===== src/rtl/ef_smsdac_pkg.sv =====
// Shared types and constants for the segmented mismatch-shaping DAC blocks.
// Sequencer state codes are plain 2-bit constants so that older DAC modules can reuse them.
package ef_smsdac_pkg;

    typedef logic [1:0] state_t;
    typedef logic [7:0] sample_t;

    localparam state_t ST_IDLE   = 2'd0;
    localparam state_t ST_SETTLE = 2'd1;
    localparam state_t ST_RUN    = 2'd2;
    localparam state_t ST_DRAIN  = 2'd3;

    localparam sample_t MIDSCALE_DEF = 8'h80;

endpackage


===== src/rtl/ef_smsdac_seq_if.sv =====
// Host sample stream into the DAC sequencer (valid/ready, offset-binary samples).
interface ef_smsdac_seq_if;
    import ef_smsdac_pkg::*;

    sample_t i_data;
    logic    i_valid;
    logic    o_ready;

    modport master (output i_data, output i_valid, input o_ready);
    modport slave  (input i_data, input i_valid, output o_ready);

endinterface


===== src/rtl/ef_smsdac_fifo.sv =====
// Synchronous sample FIFO with registered occupancy; head is read combinationally.
// Push is dropped when full, pop is dropped when empty; there is no write-to-read bypass.
module ef_smsdac_fifo #(
    parameter  int DEPTH = 4,
    parameter  int W     = 8,
    localparam int AW    = $clog2(DEPTH),
    localparam int LW    = AW + 1
) (
    input  logic          i_clk,
    input  logic          i_rst,
    input  logic          i_push,
    input  logic          i_pop,
    input  logic [W-1:0]  i_din,
    output logic [W-1:0]  o_dout,
    output logic          o_full,
    output logic          o_empty,
    output logic [LW-1:0] o_level
);

    logic [W-1:0]  mem_q [DEPTH];
    logic [W-1:0]  mem_d [DEPTH];
    logic [AW-1:0] wr_ptr_q, wr_ptr_d;
    logic [AW-1:0] rd_ptr_q, rd_ptr_d;
    logic [LW-1:0] level_q, level_d;
    logic          do_push, do_pop;

    assign o_full  = (level_q == LW'(DEPTH));
    assign o_empty = (level_q == '0);
    assign o_level = level_q;
    assign o_dout  = mem_q[rd_ptr_q];

    always_comb begin
        do_push  = i_push & ~o_full;
        do_pop   = i_pop & ~o_empty;
        mem_d    = mem_q;
        wr_ptr_d = wr_ptr_q;
        rd_ptr_d = rd_ptr_q;
        level_d  = level_q;
        if (do_push) begin
            mem_d[wr_ptr_q] = i_din;
            wr_ptr_d        = wr_ptr_q + AW'(1);
        end
        if (do_pop) begin
            rd_ptr_d = rd_ptr_q + AW'(1);
        end
        case ({do_push, do_pop})
            2'b10:   level_d = level_q + LW'(1);
            2'b01:   level_d = level_q - LW'(1);
            default: level_d = level_q;
        endcase
    end

    always_ff @(posedge i_clk) begin
        if (i_rst) begin
            wr_ptr_q <= '0;
            rd_ptr_q <= '0;
            level_q  <= '0;
        end else begin
            wr_ptr_q <= wr_ptr_d;
            rd_ptr_q <= rd_ptr_d;
            level_q  <= level_d;
        end
    end

    // Storage is not reset: contents are only visible once level says they are valid.
    always_ff @(posedge i_clk) begin
        mem_q <= mem_d;
    end

endmodule


===== src/rtl/ef_smsdac_seq.sv =====
// Sample scheduler and power-up sequencer for the 8-b mismatch-shaping DAC: one sample per
// (i_div+1) clocks onto o_x (registered, one cycle after the tick); host is held off when full or draining.
module ef_smsdac_seq
    import ef_smsdac_pkg::*;
#(
    parameter  int      DEPTH      = 4,
    parameter  int      DIV_W      = 8,
    parameter  int      SETTLE_CYC = 16,
    parameter  sample_t MIDSCALE   = MIDSCALE_DEF,
    localparam int      LW         = $clog2(DEPTH) + 1
) (
    input  logic              i_clk,
    input  logic              i_rst,
    input  logic              i_start,
    input  logic              i_stop,
    input  logic [DIV_W-1:0]  i_div,
    input  logic              i_hold,
    ef_smsdac_seq_if.slave    host,
    output logic [7:0]        o_x,
    output logic              o_en_enc,
    output logic              o_en_dith,
    output logic              o_tick,
    output logic              o_busy,
    output logic              o_uflow,
    output logic [LW-1:0]     o_level
);

    localparam int SW = (SETTLE_CYC > 1) ? $clog2(SETTLE_CYC) : 1;

    state_t           state_q, state_d;
    logic [DIV_W-1:0] cnt_q, cnt_d;
    logic [SW-1:0]    scnt_q, scnt_d;
    sample_t          x_q, x_d;
    sample_t          last_q, last_d;
    logic             tick_q, tick_d;
    logic             uflow_q, uflow_d;

    logic             active, tick, push, pop;
    logic             fifo_full, fifo_empty;
    sample_t          head;

    assign host.o_ready = ~fifo_full & (state_q != ST_DRAIN);
    assign push         = host.i_valid & host.o_ready;

    ef_smsdac_fifo #(
        .DEPTH (DEPTH),
        .W     (8)
    ) u_fifo (
        .i_clk   (i_clk),
        .i_rst   (i_rst),
        .i_push  (push),
        .i_pop   (pop),
        .i_din   (host.i_data),
        .o_dout  (head),
        .o_full  (fifo_full),
        .o_empty (fifo_empty),
        .o_level (o_level)
    );

    always_comb begin
        active  = (state_q == ST_RUN) || (state_q == ST_DRAIN);
        tick    = active && (cnt_q == '0);
        pop     = tick && !fifo_empty;
        state_d = state_q;
        scnt_d  = scnt_q;
        x_d     = x_q;
        last_d  = last_q;
        tick_d  = tick;
        uflow_d = uflow_q;

        // Outside RUN/DRAIN the counter tracks i_div so it holds a fresh period on entry.
        if (!active || tick) begin
            cnt_d = i_div;
        end else begin
            cnt_d = cnt_q - DIV_W'(1);
        end

        if (tick) begin
            if (!fifo_empty) begin
                x_d    = head;
                last_d = head;
            end else if (state_q == ST_RUN) begin
                uflow_d = 1'b1;
                x_d     = i_hold ? last_q : MIDSCALE;
            end else begin
                x_d = MIDSCALE;
            end
        end

        case (state_q)
            ST_IDLE: begin
                if (i_start) begin
                    state_d = ST_SETTLE;
                    scnt_d  = SW'(SETTLE_CYC - 1);
                    uflow_d = 1'b0;
                end
            end
            ST_SETTLE: begin
                if (i_stop) begin
                    state_d = ST_DRAIN;
                end else if (scnt_q == '0) begin
                    state_d = ST_RUN;
                end else begin
                    scnt_d = scnt_q - SW'(1);
                end
            end
            ST_RUN: begin
                if (i_stop) begin
                    state_d = ST_DRAIN;
                end
            end
            ST_DRAIN: begin
                if (tick && fifo_empty) begin
                    state_d = ST_IDLE;
                end
            end
            default: state_d = ST_IDLE;
        endcase
    end

    always_ff @(posedge i_clk) begin
        if (i_rst) begin
            state_q <= ST_IDLE;
            cnt_q   <= '0;
            scnt_q  <= '0;
            x_q     <= MIDSCALE;
            last_q  <= MIDSCALE;
            tick_q  <= 1'b0;
            uflow_q <= 1'b0;
        end else begin
            state_q <= state_d;
            cnt_q   <= cnt_d;
            scnt_q  <= scnt_d;
            x_q     <= x_d;
            last_q  <= last_d;
            tick_q  <= tick_d;
            uflow_q <= uflow_d;
        end
    end

    assign o_x       = x_q;
    assign o_tick    = tick_q;
    assign o_uflow   = uflow_q;
    assign o_busy    = (state_q != ST_IDLE);
    assign o_en_enc  = o_busy;
    assign o_en_dith = o_busy;

endmodule


===== src/flat_wrapper.sv =====
// flat-port wrapper written by rule: the top's interface ports become plain ports
module ef_smsdac_seq_flat import ef_smsdac_pkg::*;
#(
    parameter  int      DEPTH      = 4,
    parameter  int      DIV_W      = 8,
    parameter  int      SETTLE_CYC = 16,
    parameter  sample_t MIDSCALE   = MIDSCALE_DEF,
    localparam int      LW         = $clog2(DEPTH) + 1
)
  (i_clk, i_rst, i_start, i_stop, i_div, i_hold, o_x, o_en_enc, o_en_dith, o_tick, o_busy, o_uflow, o_level, host_i_data, host_i_valid, host_o_ready);
  ef_smsdac_seq_if host_i ();
  input  logic i_clk;
  input  logic i_rst;
  input  logic i_start;
  input  logic i_stop;
  input  logic [DIV_W-1:0] i_div;
  input  logic i_hold;
  output logic [7:0] o_x;
  output logic o_en_enc;
  output logic o_en_dith;
  output logic o_tick;
  output logic o_busy;
  output logic o_uflow;
  output logic [LW-1:0] o_level;
  input wire logic [$bits(host_i.i_data)-1:0] host_i_data;
  input wire logic [$bits(host_i.i_valid)-1:0] host_i_valid;
  output wire logic [$bits(host_i.o_ready)-1:0] host_o_ready;
  assign host_i.i_data = host_i_data;
  assign host_i.i_valid = host_i_valid;
  assign host_o_ready = host_i.o_ready;
  ef_smsdac_seq #(.DEPTH(DEPTH), .DIV_W(DIV_W), .SETTLE_CYC(SETTLE_CYC), .MIDSCALE(MIDSCALE)) u_core (.i_clk(i_clk), .i_rst(i_rst), .i_start(i_start), .i_stop(i_stop), .i_div(i_div), .i_hold(i_hold), .host(host_i), .o_x(o_x), .o_en_enc(o_en_enc), .o_en_dith(o_en_dith), .o_tick(o_tick), .o_busy(o_busy), .o_uflow(o_uflow), .o_level(o_level));
endmodule

===== config.mk =====
export PLATFORM = sky130hd
export DESIGN_NAME = ef_smsdac_seq_flat
export DESIGN_NICKNAME = d
export VERILOG_FILES = /design/src/rtl/ef_smsdac_pkg.sv /design/src/rtl/ef_smsdac_seq_if.sv /design/src/rtl/ef_smsdac_fifo.sv /design/src/rtl/ef_smsdac_seq.sv /design/src/flat_wrapper.sv
export SDC_FILE = /design/constraint.sdc
export NUM_CORES = 1
export LEC_CHECK = 0
export CAP_MARGIN = 5
export CORE_MARGIN = 3
export CORE_UTILIZATION = 33
export DETAILED_ROUTE_END_ITERATION = 8
export PLACE_DENSITY = 0.53
export SETUP_SLACK_MARGIN = 0.05
export SKIP_LAST_GASP = 1
export SYNTH_ARGS = -nofsm -noshare
export SYNTH_HDL_FRONTEND = slang
export SYNTH_SLANG_ARGS = --single-unit

===== constraint.sdc =====
create_clock -name i_clk -period 2.9 [get_ports i_clk]
set_input_delay 0.435 -clock i_clk [delete_from_list [all_inputs] [get_ports i_clk]]
set_output_delay 0.435 -clock i_clk [all_outputs]
set_load 0.01 [all_outputs]

Word level (Yosys, flattened, before mapping)
Index checks and enable logic that the tools add are counted.
Word-level totals
  flip-flop bits (word level): 71
  logic and storage cells: 88
Cells by class
  add/subtract/negate cells: 6
  order comparisons: 3
  eq/ne operators: 13
  muxes and demuxes: 26
  bitwise operators: 8
  reduce and logical (&&, ||, !) cells: 18
Operator list (count)
  2-to-1 mux 8 bit: 7
  bitwise mux 32 bit: 1
  binary-select mux 8 bit (select 2 bit): 1
  demux 8 bit (select 2 bit): 1
  2-to-1 mux 4 bit: 3
  inequality test 2 bit, second input constant: 6
  2-to-1 mux 2 bit: 5
  zero test 8 bit: 1
  case mux 2 bit (4 select lines): 1
  case mux 4 bit (2 select lines): 1
  AND reduction 4 bit: 2
  subtractor 8 x 1 -> 8 bit, second input constant: 1
  == test 2 bit, second input constant: 3
  greater-or-equal comparator 3 bit, second input constant: 2
  NOT 2 -> 3 bit: 2
  case mux 3 bit (2 select lines): 1
  nonzero test 2 bit: 3
  2-to-1 mux 1 bit: 5
  adder 2 x 1 -> 2 bit, second input constant: 2
  AND 1 bit: 4
  == test 2 x 1 -> 1 bit, second input constant: 2
  logical AND 1 bit: 4
  zero test 4 bit: 1
  subtractor 4 x 1 -> 4 bit, second input constant: 1
  11 further kinds: 14

Longest topological paths before layout
  depth in word-level cells: 7
  mapped depth: 12

Modules after synthesis
From an unflattened synthesis, not the netlist that was laid out.
Unflattened totals
  cell total of the unflattened synthesis: 283
  area, all modules: 3193.1 µm²
Modules (own cells, without submodules)
  ef_smsdac_seq: instances 1, cells each 191, area an instance 1606.5 µm²
  ef_smsdac_fifo: instances 1, cells each 92, area an instance 1586.5 µm²

Worst setup path before layout
Ideal clock, no wire load.
  path kind: flip-flop to flip-flop
  from: register u_core.cnt_q[0]
  to: register u_core.u_fifo.level_q[2], in the netlist u_core.u_fifo.o_level[2]
  arrival time: 2.511 ns
  required time: 2.830 ns
  path slack: 0.318 ns
  cell stages (with the launch flop): 13
  path buffers: 1
  clock period less this slack: 2.582 ns
  cell sequence: dfxtp_1 inv_1 ha_1 nor4b_4 o2111ai_2 buf_4 inv_1 ha_1 inv_1 fa_1 xor2_1 or3_1 a21oi_1
Between the ends
  word-level cells in the longest chain between the ends: 6
  elaborated cells on any way between the ends: 8
  classes of those cells: eq/ne (2); mux (1); bitwise (1); reduce/logical (4)
RTL lines
  from (decl): line ef_smsdac_seq.sv:31  | logic [DIV_W-1:0] cnt_q, cnt_d;
  from (signal assigned): line ef_smsdac_seq.sv:132  | cnt_q <= cnt_d;
  zero test 8 bit (*): line ef_smsdac_seq.sv:62  | tick = active && (cnt_q == '0);
  logical AND 1 bit (*): line ef_smsdac_seq.sv:62
  logical AND 1 bit (*): line ef_smsdac_seq.sv:63  | pop = tick && !fifo_empty;
  named net u_core.pop: line ef_smsdac_seq.sv:38  | logic active, tick, push, pop;
  AND 1 bit (*): line ef_smsdac_fifo.sv:34  | do_pop = i_pop & ~o_empty;
  == test 2 x 1 -> 1 bit / == test 2 bit (equally long branches): line ef_smsdac_fifo.sv:46  | case ({do_push, do_pop})
  case mux 3 bit (2 select lines) / nonzero test 2 bit (equally long branches)
  to (signal assigned): line ef_smsdac_fifo.sv:61  | level_q <= level_d;
  to (decl): line ef_smsdac_fifo.sv:24  | logic [LW-1:0] level_q, level_d;
The timed path passes the listed nets; every way through them passes the cells marked *.
A chain may end at the register's enable or synchronous reset.

Final worst setup path
Ends and elaborated chain as after synthesis.

==> flow_metrics.tcl <==
set metrics [dict create \
    total_power_mw 2.79 \
    ir_drop_v 0.000214 \
    final_hold_violation_count 0 \
    wirelength_met1_mm 2.84 \
    hp-class "flip-flop to flip-flop" \
    placement_rows 35 \
    global_route_wire_length_before_repair_mm 10.4 \
    routed.top_layer "met4" \
    switching_share_pct 33.1 \
    total_track_usage_pct 12.1 \
    synth-async-reset-ratio_pct 0 \
    io_pins 39 \
    critPathArrivalTime_ns 2.69 \
    via_count 2074 \
    htree_levels 3 \
    syn-instance-count 259 \
    routedWlPerCell_um 14.0 \
    route.antenna.remaining_nets 0 \
    number_of_pins_exceeding_their_max_slew_limit_in_the_final_report 0 \
    power.net_switching_mw 0.926 \
    cts_num_sinks 71 \
    synth_sequential_area_ratio_pct 54.9 \
    clk_pin_slew_ns 0.09 \
    met3_length_um 304 \
    yosys.cell_types.count 50 \
    grt_setup_unrepaired "no" \
    cp-start-kind "flip-flop" \
    post_synthesis_to_final_layout_area_growth_pct 22.7 \
    cts-root-buf "sky130_fd_sc_hd__clkbuf_8" \
    cts_made_buffers 9 \
    clock_insertion_delay_worst_skew_ns 0.35 \
    globalRouteOverflowTotal 0 \
    highest_clock_rate_mhz 415 \
    finalClockSkew_ns 0.0124 \
    status "completed" \
    cellInternalPower_mw 1.87 \
    post-dp-hpwl_mm 4.39 \
    via_count_of_the_first_global_routing_pass 2147 \
    worst_slew_pin_slew_ns 0.576 \
    critical_path.endpoint_type "flip-flop" \
    die_height_um 104 \
    ys_ff_latch 71 \
    wirelength_mm 6.17 \
    wl_met2_mm 2.95 \
    portBuffers 38 \
    synthesis.area_um2 3170 \
    dieWidth_um 104 \
    report.final.setup_viol 0 \
    clock_power_share_pct 26.3 \
    most-common-layout-cells "sky130_fd_sc_hd__dfxtp_1 (39), sky130_fd_sc_hd__clkdlybuf4s50_1 (38), sky130_fd_sc_hd__edfxtp_1 (32)" \
    tns_ns 0 \
    design.final.nets 339 \
    core_area_um2 9280 \
    period_needed_ns 2.41 \
    timing.critical_path.fanout_max 4 \
    maximum_capacitance_violations 0 \
    power.sequential.fraction_pct 45.5 \
    largest_net_degree_at_the_start_of_global_routing 22 \
    final_min_period_over_clock_period_pct 83.2 \
    antenna_cells_inserted 0 \
    tritoncts "built" \
    syn_area_per_cell_um2 12.2 \
    route.detailed.vias_per_inst 4.72 \
    synth_fp_nets 293 \
    cts.repair_timing.setup_buffer_count 0 \
    die-area_um2 10800 \
    power_frac_comb_pct 28.2 \
    synth_ff_type "sky130_fd_sc_hd__dfxtp_1" \
    worstPathRequired_ns 3.18 \
    antenna_found_initial 0 \
    final_common_cell "sky130_fd_sc_hd__dfxtp_1" \
    path_class "flip-flop to flip-flop" \
    drt_pass1_iterations 4 \
    place_congestion 0.740 \
    layout-drive-gt1-share_pct 12.9 \
    max_clock_buf_depth 2 \
    power_leakage_nw 1.44 \
    postCtsResizedCells 0 \
    maxSlewHeadroom_pct 61.5 \
    synth_enable_flop_cells 32 \
    ys_warn_count 0 \
    pwr_density_cell_nw_per_um2 718 \
    initial_utilization_pct 34.2 \
    cts-hold-fix-buffers 0 \
    initialDrtViolationCount 74 \
    route.detailed.drc 0 \
]
## logic make-up (layout without fill, tap and decap cells)
kind of cell	Yosys count	count (layout)	synth area share, %
buffers and inverters	31	82	4.46
adder cells (fa/ha/maj)	12	12	4.97
flip-flops	71	71	54.9
AO/OA/AOI/OAI	46	46	10.9
multiplexers	17	17	8.52
XOR/XNOR	10	10	2.76
AND/OR/NAND/NOR	72	72	13.5
## final timing paths
| kind | startpoint | to | slack [ns] | cells after the start |
|---|---|---|---|---|
| worst max-delay path | u_core.cnt_q[0] | u_core.u_fifo.o_level[2] | 0.49 | 11 |
| worst min-delay path | u_core.last_q[7] | u_core.last_q[7] | 0.47 | 1 |
| worst max register to register | u_core.cnt_q[0] | u_core.u_fifo.o_level[2] | 0.49 | 11 |
| worst min register to register | u_core.last_q[7] | u_core.last_q[7] | 0.47 | 1 |
## final cells by class
cell class / count / area (um2)
multi-input combinational: 157 / 1290
clock buffer: 9 / 124
inverter: 20 / 75.1
timing repair buffer: 46 / 440
tap: 129 / 161
clock inverter: 7 / 61.3
sequential: 71 / 1740
fill: 908 / 5390
## synthesized netlist by cell type (2+ instances only)
cell type,number,area [um2]
sky130_fd_sc_hd__edfxtp_1,32,961
sky130_fd_sc_hd__inv_1,20,75.1
sky130_fd_sc_hd__o21ai_0,6,30.0
sky130_fd_sc_hd__nor2b_1,3,18.8
sky130_fd_sc_hd__or4_1,2,15.0
sky130_fd_sc_hd__nor3_1,4,20.0
sky130_fd_sc_hd__and3_1,7,43.8
sky130_fd_sc_hd__dfxtp_1,39,781
sky130_fd_sc_hd__a21oi_1,7,35.0
sky130_fd_sc_hd__buf_4,4,30.0
sky130_fd_sc_hd__ha_1,11,138
sky130_fd_sc_hd__xor2_1,5,43.8
sky130_fd_sc_hd__buf_2,2,10.0
sky130_fd_sc_hd__xnor2_1,5,43.8
sky130_fd_sc_hd__nor2_1,29,109
sky130_fd_sc_hd__nor3b_1,3,22.5
sky130_fd_sc_hd__and2_1,4,25.0
sky130_fd_sc_hd__mux2i_1,9,90.1
sky130_fd_sc_hd__a221o_1,7,70.1
sky130_fd_sc_hd__nand2b_1,3,18.8
sky130_fd_sc_hd__mux4_2,8,180
sky130_fd_sc_hd__or3_1,4,25.0
sky130_fd_sc_hd__a211oi_1,10,75.1
sky130_fd_sc_hd__nand2_1,3,11.3
sky130_fd_sc_hd__a31oi_1,3,18.8
sky130_fd_sc_hd__o31ai_1,2,15.0
sky130_fd_sc_hd__clkbuf_1,4,15.0
## power groups by stage
stage / sequential [mW] / combinational, mW / clock [mW]
final: 1.27 / 0.789 / 0.735
after CTS: 1.27 / 0.802 / 0.766
after detailed placement: 1.29 / 0.797 / 0
after global routing: 1.29 / 0.891 / 0.810
after global placement: 1.29 / 0.785 / 0
after floorplan: 1.28 / 0.565 / 0
## registers in the layout, indices dropped and copies added (netlist names)
register                cells
u_core.u_fifo.wr_ptr_q      2
u_core.o_x                  8
u_core.o_uflow              1
u_core.u_fifo.rd_ptr_q      2
u_core.last_q               8
u_core.state_q              2
u_core.u_fifo.mem_q        32
u_core.scnt_q               4
u_core.cnt_q                8
u_core.u_fifo.o_level       3
u_core.o_tick               1
## layer usage
metal  vias up  global-route usage [%]
met4         0                    3.99
li1       1052                       -
met1       971                    14.9
met2        44                    19.7
met3         7                    4.16
met5         -                       0
## stage by stage
stage                     hold slack, ns  util [%]  cells  area, um2  setup WS [ns]
after floorplan                    0.426         -    259       3170          0.318
after global placement             0.441      39.9    423       3710          0.565
after detailed placement           0.450      39.9    423       3710          0.483
after CTS                          0.469      41.9    439       3890          0.444
after global routing               0.507      41.9    439       3890          0.272
final                              0.466      41.9    439       3890          0.489
## worst max-delay path, cell delays in order, from the launching register on
cell and delay (ns):
sky130_fd_sc_hd__dfxtp_1 0.33, sky130_fd_sc_hd__inv_1 0.07, sky130_fd_sc_hd__ha_1 0.22, sky130_fd_sc_hd__nor4b_4 0.26, sky130_fd_sc_hd__o2111ai_2 0.16, sky130_fd_sc_hd__inv_1 0.09, sky130_fd_sc_hd__ha_1 0.18, sky130_fd_sc_hd__inv_1 0.06
sky130_fd_sc_hd__fa_1 0.38, sky130_fd_sc_hd__xor2_1 0.16, sky130_fd_sc_hd__or3_1 0.30, sky130_fd_sc_hd__a21oi_1 0.14
Note: power is estimated with default switching activity, not from simulation.
